==> config.mk <==
export PLATFORM = sky130hd
export DESIGN_NAME = parity_chk_rx
export DESIGN_NICKNAME = d
export VERILOG_FILES = /design/src/rtl/parity_chk_pkg.sv /design/src/rtl/parity_chk_rx_parity_acc.sv /design/src/rtl/parity_chk_rx.sv
export SDC_FILE = /design/constraint.sdc
export NUM_CORES = 1
export LEC_CHECK = 0
export BUFFER_PORTS_ARGS = -buffer_cell sky130_fd_sc_hd__buf_2
export CAP_MARGIN = 5
export CORE_MARGIN = 2
export CORE_UTILIZATION = 30
export DETAILED_ROUTE_END_ITERATION = 6
export PLACE_DENSITY_LB_ADDON = 0.1
export SYNTH_ARGS = -nofsm -noshare
export SYNTH_HDL_FRONTEND = slang
export SYNTH_SLANG_ARGS = --single-unit
==> constraint.sdc <==
create_clock -name clk -period 1.63 [get_ports clk]
set_clock_uncertainty 0.1 [all_clocks]
set_input_delay 0.2445 -clock clk [delete_from_list [all_inputs] [get_ports clk]]
set_output_delay 0.2445 -clock clk [all_outputs]
set_load 0.03 [all_outputs]
==> src/rtl/parity_chk_pkg.sv <==
// Shared definitions for the serial parity-checking receiver.
// Holds the receiver state encoding, the default word width and a small
// width helper used by the top level.
package parity_chk_pkg;

  // Default number of data bits per frame.
  localparam int DATA_W_DEF = 8;

  // Receiver state encoding.
  typedef enum logic [1:0] {
    IDLE = 2'd0,
    DATA = 2'd1,
    PAR  = 2'd2,
    STOP = 2'd3
  } state_t;

  // Bit-counter width: must represent 0..data_w without wrapping.
  function automatic int cnt_width(input int data_w);
    return $clog2(data_w + 1);
  endfunction

endpackage : parity_chk_pkg

==> src/rtl/parity_chk_rx_parity_acc.sv <==
// Running XNOR parity accumulator.
// clr loads 1 (the XNOR seed), en folds d into the running value.
// Reset clears the accumulator to 0.
module parity_acc (
  input  logic clk,
  input  logic rst,
  input  logic clr,
  input  logic en,
  input  logic d,
  output logic p
);

  // Accumulator register; clr has priority over en.
  always_ff @(posedge clk) begin
    if (rst) begin
      p <= 1'b0;
    end else if (clr) begin
      p <= 1'b1;
    end else if (en) begin
      p <= p ^ d;
    end
  end

endmodule : parity_acc

==> src/rtl/parity_chk_rx.sv <==
// Serial frame receiver with XNOR parity and stop-bit checking.
// Frame: start(0), DATA_W data bits LSB first, parity, stop(1). Only
// cycles with bit_vld=1 advance the receiver.
// Optional feature: define PARITY_CHK_ERR_CNT_EN to add an 8-bit saturating
// error counter output err_cnt.
//
// state | meaning
// ------+------------------------------------------------------------
// IDLE  | waiting for a qualified 0 (start bit); qualified 1s ignored
// DATA  | shifting in DATA_W data bits, LSB first
// PAR   | sampling the parity bit against the accumulator
// STOP  | sampling the stop bit, publishing the word and status
module parity_chk_rx
  import parity_chk_pkg::*;
#(
  parameter int DATA_W = DATA_W_DEF
) (
  input  logic              clk,
  input  logic              rst,
  input  logic              bit_in,
  input  logic              bit_vld,
  output logic [DATA_W-1:0] data_out,
  output logic              data_vld,
  output logic              par_ok,
`ifdef PARITY_CHK_ERR_CNT_EN
  output logic              frame_err,
  output logic [7:0]        err_cnt
`else
  output logic              frame_err
`endif
);

  localparam int CNT_W = cnt_width(DATA_W);

  state_t            r_state;
  logic [CNT_W-1:0]  r_cnt;
  logic [DATA_W-1:0] r_shift;
  logic              r_par_pend;

  logic              w_start;
  logic              w_data_en;
  logic              w_last;
  logic              w_p;
  logic [DATA_W-1:0] w_shift_nxt;

  // A qualified 0 in IDLE starts a frame and reseeds the accumulator.
  assign w_start   = (r_state == IDLE) && bit_vld && !bit_in;
  assign w_data_en = (r_state == DATA) && bit_vld;
  assign w_last    = (r_cnt == CNT_W'(DATA_W - 1));

  // Right shift with the new bit entering at the MSB, so after DATA_W bits
  // the first-received bit sits at bit 0.
  always_comb begin
    w_shift_nxt = '0;
    for (int i = 0; i < DATA_W - 1; i++) begin
      w_shift_nxt[i] = r_shift[i+1];
    end
    w_shift_nxt[DATA_W-1] = bit_in;
  end

  parity_acc u_parity_acc (
    .clk (clk),
    .rst (rst),
    .clr (w_start),
    .en  (w_data_en),
    .d   (bit_in),
    .p   (w_p)
  );

  // Receiver FSM with registered outputs. The parity verdict is held in
  // r_par_pend until the stop bit so par_ok only changes at frame completion.
  always_ff @(posedge clk) begin
    if (rst) begin
      r_state    <= IDLE;
      r_cnt      <= '0;
      r_shift    <= '0;
      r_par_pend <= 1'b0;
      data_out   <= '0;
      data_vld   <= 1'b0;
      par_ok     <= 1'b0;
      frame_err  <= 1'b0;
    end else begin
      data_vld <= 1'b0;
      case (r_state)
        IDLE: begin
          if (w_start) begin
            r_cnt   <= '0;
            r_state <= DATA;
          end
        end
        DATA: begin
          if (bit_vld) begin
            r_shift <= w_shift_nxt;
            r_cnt   <= r_cnt + CNT_W'(1);
            if (w_last) begin
              r_state <= PAR;
            end
          end
        end
        PAR: begin
          if (bit_vld) begin
            r_par_pend <= (bit_in == w_p);
            r_state    <= STOP;
          end
        end
        STOP: begin
          if (bit_vld) begin
            data_out  <= r_shift;
            par_ok    <= r_par_pend;
            frame_err <= ~bit_in;
            data_vld  <= 1'b1;
            r_state   <= IDLE;
          end
        end
        default: begin
          r_state <= IDLE;
        end
      endcase
    end
  end

`ifdef PARITY_CHK_ERR_CNT_EN
  // Count completed frames with a parity or framing error, saturating at 255.
  always_ff @(posedge clk) begin
    if (rst) begin
      err_cnt <= 8'd0;
    end else if (data_vld && (!par_ok || frame_err) && (err_cnt != 8'hFF)) begin
      err_cnt <= err_cnt + 8'd1;
    end
  end
`endif

endmodule : parity_chk_rx
==> Flow_metrics.wiki <==
{| class="wikitable"
! Metric !! Value
|-
| Global Route Usage Sum || a little under an eighth
|-
| Max cap viols || 0
|-
| Seq/Total Area, Yosys || between 40 and 50%
|-
| End point of the most critical hold path || u_parity_acc.p$_SDFFE_PP0P_
|-
| Aggregate global routing overflow || 0
|-
| Leading cell types by count after synthesis || sky130_fd_sc_hd__nand2_1 (40), sky130_fd_sc_hd__dfxtp_1 (27), sky130_fd_sc_hd__a21oi_1 (22), sky130_fd_sc_hd__nor2_1 (8), sky130_fd_sc_hd__inv_1 (6)
|-
| Number of distinct library cell variants in the gate-level netlist after synthesis || 30
|-
| Final Core Density || 36.70%
|-
| Detail-routed net length per standard cell || 11.00 µm
|-
| Total number of vias || between 900 and 1000
|-
| Layout area overhead || 15.22%
|-
| First-pass GRT wire length || 4015 µm
|-
| Number of antenna violations at the first check in global routing || 0
|-
| Buffers on Ports || 14
|-
| Avg Vias per Cell || 4.500
|-
| List of cells traversed by the critical path || inv_1, ha_2, o21ba_2, o21ai_4, a21oi_1, a211oi_2
|-
| Num CTS Buffers || 3
|-
| Top area cells in the synthesized netlist || sky130_fd_sc_hd__dfxtp_1 (46%), sky130_fd_sc_hd__nand2_1 (13%), sky130_fd_sc_hd__a21oi_1 (9.3%), sky130_fd_sc_hd__ha_1 (5.3%), sky130_fd_sc_hd__nor2_1 (2.5%)
|-
| Startpoint of the worst register-to-register path || r_state[0]$_SDFFE_PP0P_
|-
| Primary flip-flop cell chosen by synthesis mapping || sky130_fd_sc_hd__dfxtp_1
|-
| Area share of the leading cell type in the synthesized netlist || 45.67%
|-
| Initial standard-cell utilization of the core || 31.85%
|-
| Post-Synthesis Mean Instance Area || 8.395 µm²
|-
| Final-layout setup total negative slack || 0 ps
|-
| Worst R2R End || r_state[0]$_SDFFE_PP0P_
|-
| EDFF count, synth || 0
|-
| Critical path capture point type || flop
|-
| Hold_ws || 183.5 ps
|-
| Detailed-placement wirelength estimate || 1660 µm
|-
| Final count of hold timing violations || 0
|-
| Max stage delay cell, worst path || sky130_fd_sc_hd__dfxtp_2
|-
| Antenna fix cells || 0
|-
| Number of storage elements in the synthesis netlist || 27
|-
| Delay contributed by the slowest stage of the critical path || 370 ps
|-
| Normalized max-slew margin || between 70 and 80%
|-
| CTS root buffer || sky130_fd_sc_hd__clkbuf_8
|-
| DRT Pass-1 Iters || 4
|-
| Fraction of final layout cells sized beyond drive strength 1 || 23.72%
|-
| Share of total power in the clock network || 25.8%
|-
| Arr. time, crit path || about 1600 ps
|-
| Sequential Power Share || roughly 49%
|-
| WS Path Type || flop to flop
|-
| Cell-internal power || 1.023 mW
|-
| Nets || 166
|-
| DIE WIDTH || 66.81 µm
|-
| Clock tree from TritonCTS || yes
|-
| Clock latency of the later-clocked register in the worst-skew pair || 270 ps
|-
| RSZ-0062 raised after global routing || false
|-
| Area of the die || 4464 µm²
|-
| Total routed wirelength || 2245 µm
|-
| Cell type contributing the most total cell area after synthesis || sky130_fd_sc_hd__dfxtp_1
|-
| Net count after synthesis || 150
|-
| Count of endpoints failing setup in the final report || 0
|-
| Fin crit share || 94.16%
|-
| Hold WC Path Type || input pin to flop
|-
| Proportion of synthesized flip-flops having asynchronous set or reset || 0%
|-
| Highest net fanout along the worst path || 4
|-
| Reg clk slew, reported paths || about 90 ps
|-
| Worst vdd ir || about 420 µV
|-
| Switch share || 30.68%
|-
| Clk buf depth || 2
|-
| Number of placed I/O pins || 15
|-
| Leakage || 0.5236 nW
|-
| Final worst setup slack || about 95 ps
|-
| Number of global-route vias before repair || 906
|-
| Most frequently used cell type in the post-synthesis netlist || sky130_fd_sc_hd__nand2_1
|-
| Reg2reg setup slack || 100 ps
|-
| DR iter-0 viols || 42
|-
| DIE HEIGHT || 66.81 µm
|-
| Run status || completed
|-
| Worst Tran Pin Value || 408.3 ps
|-
| Worst Reg-to-Reg Cells || 6
|-
| Crit path launch type || flop
|-
| Routability cong. || 0.7000
|-
| Worst hold path stage count || 2
|-
| Area inside the core boundary || 3716 µm²
|-
| Number of buffers added to fix hold violations after cts || 0
|-
| Hold wc startpoint || bit_in
|-
| Yosys warnings || 0
|-
| FP Rows || 22
|-
| Power density of the placed cells || 1083 nW/µm²
|-
| Achievable frequency || 0.6516 GHz
|-
| Number of H-tree branching levels || 1
|-
| Power dissipated by switching net loads || 0.4530 mW
|-
| Combinational fraction of design power || 25.4%
|-
| Pin count of the biggest net entering global routing || 21
|-
| Final instance area || ~1400 µm²
|-
| Critical Path RT || approximately 1700 ps
|-
| Synthesized area || between 1000 and 1500 µm²
|-
| Final critical delay including setup and external delays || 1535 ps
|-
| Worst setup timing slack at the placement stage || 13.73 ps
|-
| Post-Place Cell Area || 1305 µm²
|-
| Post-route DRC || 0
|-
| Routed Antenna Nets || 0
|-
| Sinks on the clock net || 27
|-
| Count of final max-slew check failures || 0
|-
| Gate Count Post-Synth || 141
|}
-- area by class of cell --
cell class,instances,area (µm²)
Tap cell,48,60.06
Inverter,6,22.52
Fill cell,402,2352
Timing Repair Buffer,19,107.6
Sequential cell,27,541.8
Multi-Input combinational cell,100,583.1
Clock buffer,3,41.29
Clock inverter,1,7.507
-- per-layer routing --
metal | routed length (µm) | global-route usage [%] | part of all wire, % | vias to the layer above
met5 | 0 | 0 | 0 | -
met3 | 87 | 2.196 | 3.9 | 2
li1 | - | - | - | 495
met2 | 969 | 18.38 | 43 | 10
met4 | 17 | 4.592 | 0.76 | 0
met1 | 1171 | 16.01 | 52 | 411
-- power by group through the flow --
stage | Sequential, mW | Combinational, mW | Clock (mW)
floorplan | 0.730 | 0.298 | 0
global placement | 0.731 | 0.359 | 0
detailed placement | 0.734 | 0.369 | 0
CTS | 0.721 | 0.370 | 0.406
global route | 0.726 | 0.421 | 0.427
finish | 0.721 | 0.374 | 0.381
-- how the worst max path moves through the flow --
| stage | start | end | slack (ps) | depth (start not counted) |
|---|---|---|---|---|
| after detailed placement | r_state[0]$_SDFFE_PP0P_ | r_state[0]$_SDFFE_PP0P_ | 10 | 6 |
| after floorplan | r_state[0]$_SDFFE_PP0P_ | r_state[0]$_SDFFE_PP0P_ | 170 | 6 |
| after global placement | r_state[0]$_SDFFE_PP0P_ | r_state[0]$_SDFFE_PP0P_ | 80 | 6 |
| final | r_state[0]$_SDFFE_PP0P_ | r_state[0]$_SDFFE_PP0P_ | 100 | 6 |
| after CTS | r_state[0]$_SDFFE_PP0P_ | r_state[0]$_SDFFE_PP0P_ | 30 | 6 |
| after global routing | r_state[1]$_SDFFE_PP0P_ | r_cnt[0]$_SDFFE_PP0P_ | 9 | 6 |
-- state kept, by name, indices dropped and copies added (netlist names) --
register        cells
data_vld            1
r_shift             8
r_par_pend          1
r_state             2
u_parity_acc.p      1
par_ok              1
frame_err           1
data_out            8
r_cnt               4
-- layout by cell type (no fill, tap or decap) --
master / n
sky130_fd_sc_hd__nand2_1: 40
sky130_fd_sc_hd__o211ai_2: 2
sky130_fd_sc_hd__ha_1: 2
sky130_fd_sc_hd__o21ai_1: 2
sky130_fd_sc_hd__nand3_1: 2
sky130_fd_sc_hd__o21ai_0: 1
sky130_fd_sc_hd__a221oi_2: 1
sky130_fd_sc_hd__clkinvlp_4: 1
sky130_fd_sc_hd__buf_2: 14
sky130_fd_sc_hd__o21ai_4: 1
sky130_fd_sc_hd__and2_1: 1
sky130_fd_sc_hd__o2111ai_1: 1
sky130_fd_sc_hd__nand4b_1: 1
sky130_fd_sc_hd__a21o_1: 1
sky130_fd_sc_hd__nor2_1: 8
sky130_fd_sc_hd__clkbuf_8: 3
sky130_fd_sc_hd__a41o_1: 1
sky130_fd_sc_hd__nor2b_2: 1
sky130_fd_sc_hd__dfxtp_1: 26
sky130_fd_sc_hd__xnor2_1: 1
sky130_fd_sc_hd__and2b_4: 1
sky130_fd_sc_hd__dfxtp_2: 1
sky130_fd_sc_hd__mux2i_1: 1
sky130_fd_sc_hd__o21ba_2: 1
sky130_fd_sc_hd__a21oi_1: 22
sky130_fd_sc_hd__xor2_1: 2
sky130_fd_sc_hd__and3_1: 1
sky130_fd_sc_hd__buf_4: 5
sky130_fd_sc_hd__ha_2: 3
sky130_fd_sc_hd__a211oi_2: 1
sky130_fd_sc_hd__o21ai_2: 1
sky130_fd_sc_hd__inv_1: 6
sky130_fd_sc_hd__and2_2: 1
-- critical path, delay by kind of cell (launching register included) --
| family | cells | cell delay, ps |
|---|---|---|
| fa+ha+maj | 1 | 210 |
| flops | 1 | 370 |
| compound gates | 4 | 720 |
| buf+inv | 1 | 70 |
-- what timing repair did --
action,4_1_cts,5_1_grt
buffers inserted,0,0
endpoints found under the setup margin,1,3
gates resized for setup,1,4
-- kinds of logic (layout without fill, tap and decap cells) --
| family | count (synthesis) | after routing | share of synthesized area, % |
|---|---|---|---|
| compound gates | 35 | 35 | 20.19 |
| xor+xnor | 3 | 3 | 2.220 |
| fa+ha+maj | 5 | 5 | 5.285 |
| buf+inv | 14 | 29 | 5.814 |
| flops | 27 | 27 | 45.67 |
| mux | 1 | 1 | 0.8457 |
| simple gates | 56 | 56 | 19.98 |
-- through the flow --
stage	cells	power [mW]
2_1_floorplan	141	1.027
4_1_cts	204	1.497
3_3_place_gp	200	1.090
5_1_grt	204	1.574
3_5_place_dp	200	1.103
6_report	204	1.476
Note: power is estimated with default switching activity, not from simulation.
